**src/rtl/pulse_clock_monitor.sv**
```systemverilog
`timescale 1ns/1ps
// pulse_clock_monitor: qualifies an asynchronous pulse train, emits one tick
// per accepted pulse, measures its period and tracks lock / missing pulses.
// In : clk, rst_n (async low), pulse_in (async), clr (clears missing)
// Out: tick, period[22:0], period_valid, locked, missing, pulse_count[11:0]
module pulse_clock_monitor #(
  parameter int CLK_FREQ   = 100000000,
  parameter int FREQ       = 120000,
  parameter int TOL        = 16,
  parameter int LOCK_COUNT = 4,
  parameter int MIN_WIDTH  = 4
) (
  input  logic        clk,
  input  logic        rst_n,
  input  logic        pulse_in,
  input  logic        clr,
  output logic        tick,
  output logic [22:0] period,
  output logic        period_valid,
  output logic        locked,
  output logic        missing,
  output logic [11:0] pulse_count
);

  localparam int EXP     = CLK_FREQ / FREQ;
  localparam int TIMEOUT = 2 * EXP;
  localparam int LO      = (EXP > TOL) ? EXP - TOL : 0;
  localparam int HI      = EXP + TOL;
  localparam int WW      = $clog2(MIN_WIDTH + 1);
  localparam int GW      = $clog2(LOCK_COUNT + 1);

  typedef enum logic [1:0] {
    IDLE  = 2'd0,
    ARMED = 2'd1,
    TRACK = 2'd2
  } state_t;

  state_t state_q, state_d;

  logic          s1_q, s_q;
  logic [WW-1:0] wcnt_q, wcnt_d;
  logic          acc_q, acc_d;
  logic          tick_q, tick_d;
  logic [22:0]   pcnt_q, pcnt_d;
  logic [22:0]   period_q, period_d;
  logic [22:0]   period_new;
  logic          pv_q, pv_d;
  logic          locked_q, locked_d;
  logic          missing_q, missing_d;
  logic [GW-1:0] good_q, good_d, good_inc;
  logic [11:0]   cnt_q, cnt_d;
  logic          in_tol;
  logic          timeout;

  // Width filter: the high-run counter saturates so a long pulse
  // produces exactly one accept.
  always_comb begin
    wcnt_d = '0;
    if (s_q) begin
      if (wcnt_q == WW'(MIN_WIDTH)) wcnt_d = wcnt_q;
      else                          wcnt_d = wcnt_q + WW'(1);
    end
    acc_d  = s_q & (wcnt_q == WW'(MIN_WIDTH - 1));
    tick_d = acc_q;
  end

  // Measurement datapath, all driven by the registered accept.
  always_comb begin
    pcnt_d = pcnt_q;
    if (acc_q)        pcnt_d = '0;
    else if (~&pcnt_q) pcnt_d = pcnt_q + 23'd1;

    period_new = (&pcnt_q) ? pcnt_q : pcnt_q + 23'd1;
    in_tol     = (period_new >= 23'(LO)) && (period_new <= 23'(HI));

    good_inc = (good_q == GW'(LOCK_COUNT)) ? good_q : good_q + GW'(1);

    cnt_d = acc_q ? cnt_q + 12'd1 : cnt_q;

    // An accept on the timeout cycle suppresses the timeout.
    timeout = (state_q != IDLE) && !acc_q &&
              (pcnt_q == 23'(TIMEOUT - 1));
  end

  // FSM: state register
  always_ff @(posedge clk or negedge rst_n) begin
    if (!rst_n) state_q <= IDLE;
    else        state_q <= state_d;
  end

  // FSM: next state
  always_comb begin
    state_d = state_q;
    unique case (state_q)
      IDLE: begin
        if (acc_q) state_d = ARMED;
      end
      ARMED: begin
        if (acc_q)        state_d = TRACK;
        else if (timeout) state_d = IDLE;
      end
      TRACK: begin
        if (timeout) state_d = IDLE;
      end
      default: state_d = IDLE;
    endcase
  end

  // FSM: outputs
  always_comb begin
    period_d  = period_q;
    pv_d      = pv_q;
    locked_d  = locked_q;
    good_d    = good_q;
    missing_d = missing_q;
    if (clr) missing_d = 1'b0;
    unique case (state_q)
      IDLE: begin
        pv_d     = 1'b0;
        locked_d = 1'b0;
      end
      ARMED, TRACK: begin
        if (acc_q) begin
          period_d = period_new;
          pv_d     = 1'b1;
          // The first measured period seeds the run counter.
          if (!in_tol)              good_d = '0;
          else if (state_q == ARMED) good_d = GW'(1);
          else                      good_d = good_inc;
          locked_d = (good_d == GW'(LOCK_COUNT));
        end else if (timeout) begin
          missing_d = 1'b1;
          locked_d  = 1'b0;
          pv_d      = 1'b0;
          good_d    = '0;
        end
      end
      default: begin
        pv_d     = 1'b0;
        locked_d = 1'b0;
      end
    endcase
  end

  always_ff @(posedge clk or negedge rst_n) begin
    if (!rst_n) begin
      s1_q      <= 1'b0;
      s_q       <= 1'b0;
      wcnt_q    <= '0;
      acc_q     <= 1'b0;
      tick_q    <= 1'b0;
      pcnt_q    <= '0;
      period_q  <= '0;
      pv_q      <= 1'b0;
      locked_q  <= 1'b0;
      missing_q <= 1'b0;
      good_q    <= '0;
      cnt_q     <= '0;
    end else begin
      s1_q      <= pulse_in;
      s_q       <= s1_q;
      wcnt_q    <= wcnt_d;
      acc_q     <= acc_d;
      tick_q    <= tick_d;
      pcnt_q    <= pcnt_d;
      period_q  <= period_d;
      pv_q      <= pv_d;
      locked_q  <= locked_d;
      missing_q <= missing_d;
      good_q    <= good_d;
      cnt_q     <= cnt_d;
    end
  end

  assign tick         = tick_q;
  assign period       = period_q;
  assign period_valid = pv_q;
  assign locked       = locked_q;
  assign missing      = missing_q;
  assign pulse_count  = cnt_q;

endmodule

```
**config.mk**
```make
export PLATFORM = sky130hd
export DESIGN_NAME = pulse_clock_monitor
export DESIGN_NICKNAME = d
export VERILOG_FILES = /design/src/rtl/pulse_clock_monitor.sv
export SDC_FILE = /design/constraint.sdc
export NUM_CORES = 1
export LEC_CHECK = 0
export ABC_AREA = 1
export BUFFER_PORTS_ARGS = -buffer_cell sky130_fd_sc_hd__buf_2
export CAP_MARGIN = 20
export CORE_MARGIN = 2
export CORE_UTILIZATION = 63
export CTS_CLUSTER_SIZE = 10
export DETAILED_ROUTE_END_ITERATION = 12
export PLACE_DENSITY_LB_ADDON = 0.15
export SETUP_SLACK_MARGIN = 0.15
export SLEW_MARGIN = 20
export SYNTH_ARGS = -nofsm -noshare
export SYNTH_HDL_FRONTEND = slang
export SYNTH_SLANG_ARGS = --single-unit
```
**constraint.sdc**
```tcl
create_clock -name clk -period 3.3 [get_ports clk]
set_clock_uncertainty 0.05 [all_clocks]
set_input_delay 0 -clock clk [delete_from_list [all_inputs] [get_ports clk]]
set_output_delay 0 -clock clk [all_outputs]
set_load 0.05 [all_outputs]
```
==> metrics.yaml <==
max_freq_ghz: 0.3710
syn_to_final_growth_pct: 13.50
insertion_delay_ns: 0.36
timing.final.crit_period_ns: 2.695
power.share.sequential_pct: 39.8
detailroute.via_count: 3569
cp_data_arrival_time_ns: 2.94
tns_ns: 0
unrepaired_setup_endpoints_after_global_routing: "false"
globalRouteMet2Util_pct: 48.22
cap_violations: 0
synthesized_area_per_cell_um2: 7.660
global_route.overflow_total: 0
drcViolationCount: 0
actual_transition_at_the_worst_max_transition_pin_ns: 0.5455
number_of_antenna_violations_at_the_first_check_in_global_routing: 0
p_leak_uw: 0.002514
report.power.total_uw: 2935
first_pass_grt_wire_length_mm: 16.61
cts_num_sinks: 73
grt_most_used_layer: "met2"
ioPinCount: 43
viasPerCell: 5.457
number_of_nets_in_the_synthesized_netlist: 540
numCtsBuffers: 9
synthesis.area_mm2: 0.004014
post_route_cells_drive_above_1_share_pct: 14.73
hold_viol: 0
synthTopCellsByArea: "sky130_fd_sc_hd__dfrtp_1, sky130_fd_sc_hd__nand2_1, sky130_fd_sc_hd__inv_1"
cts.repair_timing.setup_buffer_count: 0
avgRoutedWirePerCell_um: 14.93
final_net_count: 588
grt_pass1_vias: 3489
finalCritPeriodShare_pct: 81.68
fillerInstances: 498
start_kind: "register"
setup_viol_count_final: 0
hp-class: "in -> async"
syn_inst: 524
met3_usage_pct: 5.836
route.final.wire_length_mm: 9.767
worst_path_largest_cell_delay_ns: 0.48
clock_pin_slew_on_the_worst_setup_and_hold_paths_ns: 0.08
max-vdd-ir-drop_uv: 702.8
relSlewSlack_pct: 63.16
placeableCoreArea_mm2: 0.006241
timing.critical_path.cells: "ha_1, inv_2, nor2_4, nand2_4, nor2_8, nand2_4, nand3_1, nor2_1, nand2_1, nor2_1, and2_1, nand2_2, nand2_2, nor2_1, nand3_1, nand2_1"
crit_required_ns: 3.55
die_height_um: 83.82
grtUsageTotal_pct: 30.16
die_area_mm2: 0.007026
start_util_pct: 64.31
cts.repair.resized: 0
synth_seq_cells: 73
p_int_uw: 1726
worst_path_most_repeated_cell: "sky130_fd_sc_hd__nor2_1"
p_sw_uw: 1208
cts_max_level: 3
globalplace.congestion: 0.9912
combinationalPowerShare_pct: 33.4
yosys_warnings: 0
hold_ws_ns: 0.1352
groute.layer.met1.usage_pct: 39.74
buffer_ports.inserted: 42
status: "complete, no violations"
final-max-slew-violation-count: 0
initialDrtViolationCount: 266
critical_path_buf_inv_count: 1
post-place-cells: 635
clockBufferDepth: 2
critPathKind: "reg -> reg"
pwr_density_cell_mw_per_mm2: 644.2
floorplan.rows: 29
grt_start_max_net_pins: 74
multi_input_comb_area_mm2: 0.001857
ant_nets: 0
critPathMaxFanout: 28
synth_top_cell_by_area: "sky130_fd_sc_hd__dfrtp_1"
hold_buffers: 3
drtPass1Iterations: 5
layout.cells.non_filler: 654
detailed_place_hpwl_mm: 7.130
worst_path_dominant_cell_family: "simple AND/OR/NAND/NOR gates"
chipWidth_um: 83.82
proportion_of_synthesized_chip_area_in_sequential_cells_pct: 45.51
critical_path.endpoint_type: "register"
postPlaceCellArea_mm2: 0.004307
power.share.switching_pct: 41.17
antenna-diode-count: 0
crit_path_top_delay_cell: "sky130_fd_sc_hd__dfrtp_1"
final_design_area_no_fill_mm2: 0.004556
yosys.area.top_type_share_pct: 45.51
regArea_mm2: 0.001827
power.clock.fraction_pct: 26.7
cts_tree: "yes"
cts_root_buffer: "sky130_fd_sc_hd__clkbuf_8"
post_synth_num_cell_types: 34
power groups by stage:
stage / combinational [uW] / clock, uW / sequential [uW]
after floorplan: 526 / 0 / 1360
after CTS: 975 / 790 / 1170
final: 981 / 784 / 1170
after detailed placement: 963 / 0 / 1180
after global placement: 934 / 0 / 1180
after global routing: 1090 / 831 / 1190
cell families (layout without fill, tap and decap cells):
group	Yosys count	count (layout)	synth area share, %
XOR/XNOR	17	17	3.710
AO/OA/AOI/OAI	43	43	5.798
flip-flops	73	73	45.51
AND/OR/NAND/NOR	294	294	33.01
adder cells (fa/ha/maj)	12	12	3.741
buffers and inverters	85	138	8.229
final timing paths:
path / from / endpoint / slack [ns] / cells past startpoint
worst max register to register: pcnt_q[0] / locked / 0.60 / 16
worst min-delay path: rst_n / pcnt_q[8] / 0.14 / 3
worst min register to register: s1_q / s_q / 0.31 / 0
max in group asynchronous: rst_n / pcnt_q[13] / 2.73 / 3
worst max-delay path: pcnt_q[0] / locked / 0.60 / 16
min in group clk: pulse_in / s1_q / 0.25 / 2
final cells by class:
cell class	count	area share, %
clock inverter	6	2.005
inverter	73	6.015
multi-input combinational	366	40.76
tap	77	2.115
sequential	73	40.10
clock buffer	10	2.801
timing repair buffer	49	6.207
sequential cells by signal, indices dropped and copies added (netlist names), 2 cells and up:
signal       flops
pulse_count     12
pcnt_q          23
state_q          2
good_q           3
wcnt_q           3
period          23
cell usage after synthesis:
master and number:
sky130_fd_sc_hd__nand2_4 2, sky130_fd_sc_hd__inv_2 4, sky130_fd_sc_hd__nor2_4 2, sky130_fd_sc_hd__nand3_2 1
sky130_fd_sc_hd__nor2_1 60, sky130_fd_sc_hd__nand4_1 17, sky130_fd_sc_hd__xnor2_1 2, sky130_fd_sc_hd__nand3b_1 6
sky130_fd_sc_hd__o21ai_1 3, sky130_fd_sc_hd__buf_6 1, sky130_fd_sc_hd__clkinv_1 1, sky130_fd_sc_hd__a31oi_1 3
sky130_fd_sc_hd__o21ai_0 26, sky130_fd_sc_hd__and2_1 2, sky130_fd_sc_hd__o21bai_1 1, sky130_fd_sc_hd__nor3_1 4
sky130_fd_sc_hd__buf_2 2, sky130_fd_sc_hd__dfrtp_1 73, sky130_fd_sc_hd__nand2_2 7, sky130_fd_sc_hd__nor2_2 7
sky130_fd_sc_hd__a21boi_0 1, sky130_fd_sc_hd__nor2_8 1, sky130_fd_sc_hd__inv_1 68, sky130_fd_sc_hd__nor4_1 3
sky130_fd_sc_hd__xor2_1 15, sky130_fd_sc_hd__o41ai_1 1, sky130_fd_sc_hd__a21oi_1 5, sky130_fd_sc_hd__nand3_1 41
sky130_fd_sc_hd__o22ai_1 2, sky130_fd_sc_hd__ha_1 12, sky130_fd_sc_hd__o31ai_1 1, sky130_fd_sc_hd__clkbuf_2 1
sky130_fd_sc_hd__clkbuf_1 8, sky130_fd_sc_hd__nand2_1 141
worst min-delay path, stage by stage:
cell and delay (ns):
sky130_fd_sc_hd__dlygate4sd3_1 0.52, sky130_fd_sc_hd__buf_2 0.12, sky130_fd_sc_hd__buf_12 0.30
layer usage:
layer | up-vias | wire length [um]
met2 | 130 | 4570
met1 | 1653 | 4247
met5 | - | 0
met4 | 0 | 333
met3 | 30 | 614
li1 | 1756 | -
per-stage QoR:
step,worst slack (ns),util (%)
4_1_cts,0.6270,73.00
6_report,0.6046,73.00
5_1_grt,0.3352,73.00
3_3_place_gp,0.6916,69.01
2_1_floorplan,1.023,-
3_5_place_dp,0.6346,69.01
cells in the final DEF (no fill, tap or decap):
master / Yosys / routed
sky130_fd_sc_hd__nand3_2: 1 / 1
sky130_fd_sc_hd__inv_6: 0 / 1
sky130_fd_sc_hd__xor2_1: 15 / 15
sky130_fd_sc_hd__a31oi_1: 3 / 3
sky130_fd_sc_hd__dfrtp_1: 73 / 73
sky130_fd_sc_hd__nor2_4: 2 / 2
sky130_fd_sc_hd__buf_4: 0 / 3
sky130_fd_sc_hd__clkbuf_8: 0 / 9
sky130_fd_sc_hd__nand2_4: 2 / 2
sky130_fd_sc_hd__o22ai_1: 2 / 2
sky130_fd_sc_hd__clkinv_2: 0 / 1
sky130_fd_sc_hd__o41ai_1: 1 / 1
sky130_fd_sc_hd__o21ai_1: 3 / 3
sky130_fd_sc_hd__xnor2_1: 2 / 2
sky130_fd_sc_hd__ha_1: 12 / 12
sky130_fd_sc_hd__nor4_1: 3 / 3
sky130_fd_sc_hd__inv_1: 68 / 68
sky130_fd_sc_hd__a21boi_0: 1 / 1
sky130_fd_sc_hd__nor3_1: 4 / 4
sky130_fd_sc_hd__buf_2: 2 / 42
sky130_fd_sc_hd__o21ai_0: 26 / 26
sky130_fd_sc_hd__buf_12: 0 / 1
sky130_fd_sc_hd__bufinv_16: 0 / 2
sky130_fd_sc_hd__clkinv_4: 0 / 2
sky130_fd_sc_hd__nand2_1: 141 / 141
sky130_fd_sc_hd__nor2_8: 1 / 1
sky130_fd_sc_hd__nand3b_1: 6 / 6
sky130_fd_sc_hd__and2_1: 2 / 2
sky130_fd_sc_hd__clkinv_1: 1 / 1
sky130_fd_sc_hd__nand3_1: 41 / 41
sky130_fd_sc_hd__nand4_1: 17 / 17
sky130_fd_sc_hd__inv_2: 4 / 4
sky130_fd_sc_hd__o31ai_1: 1 / 1
sky130_fd_sc_hd__nor2_2: 7 / 7
sky130_fd_sc_hd__a21oi_1: 5 / 5
sky130_fd_sc_hd__o21bai_1: 1 / 1
sky130_fd_sc_hd__nand2_2: 7 / 7
sky130_fd_sc_hd__dlygate4sd3_1: 0 / 3
sky130_fd_sc_hd__nor2_1: 60 / 60
sky130_fd_sc_hd__clkbuf_1: 8 / 1
(Power assumes the default switching activity.)
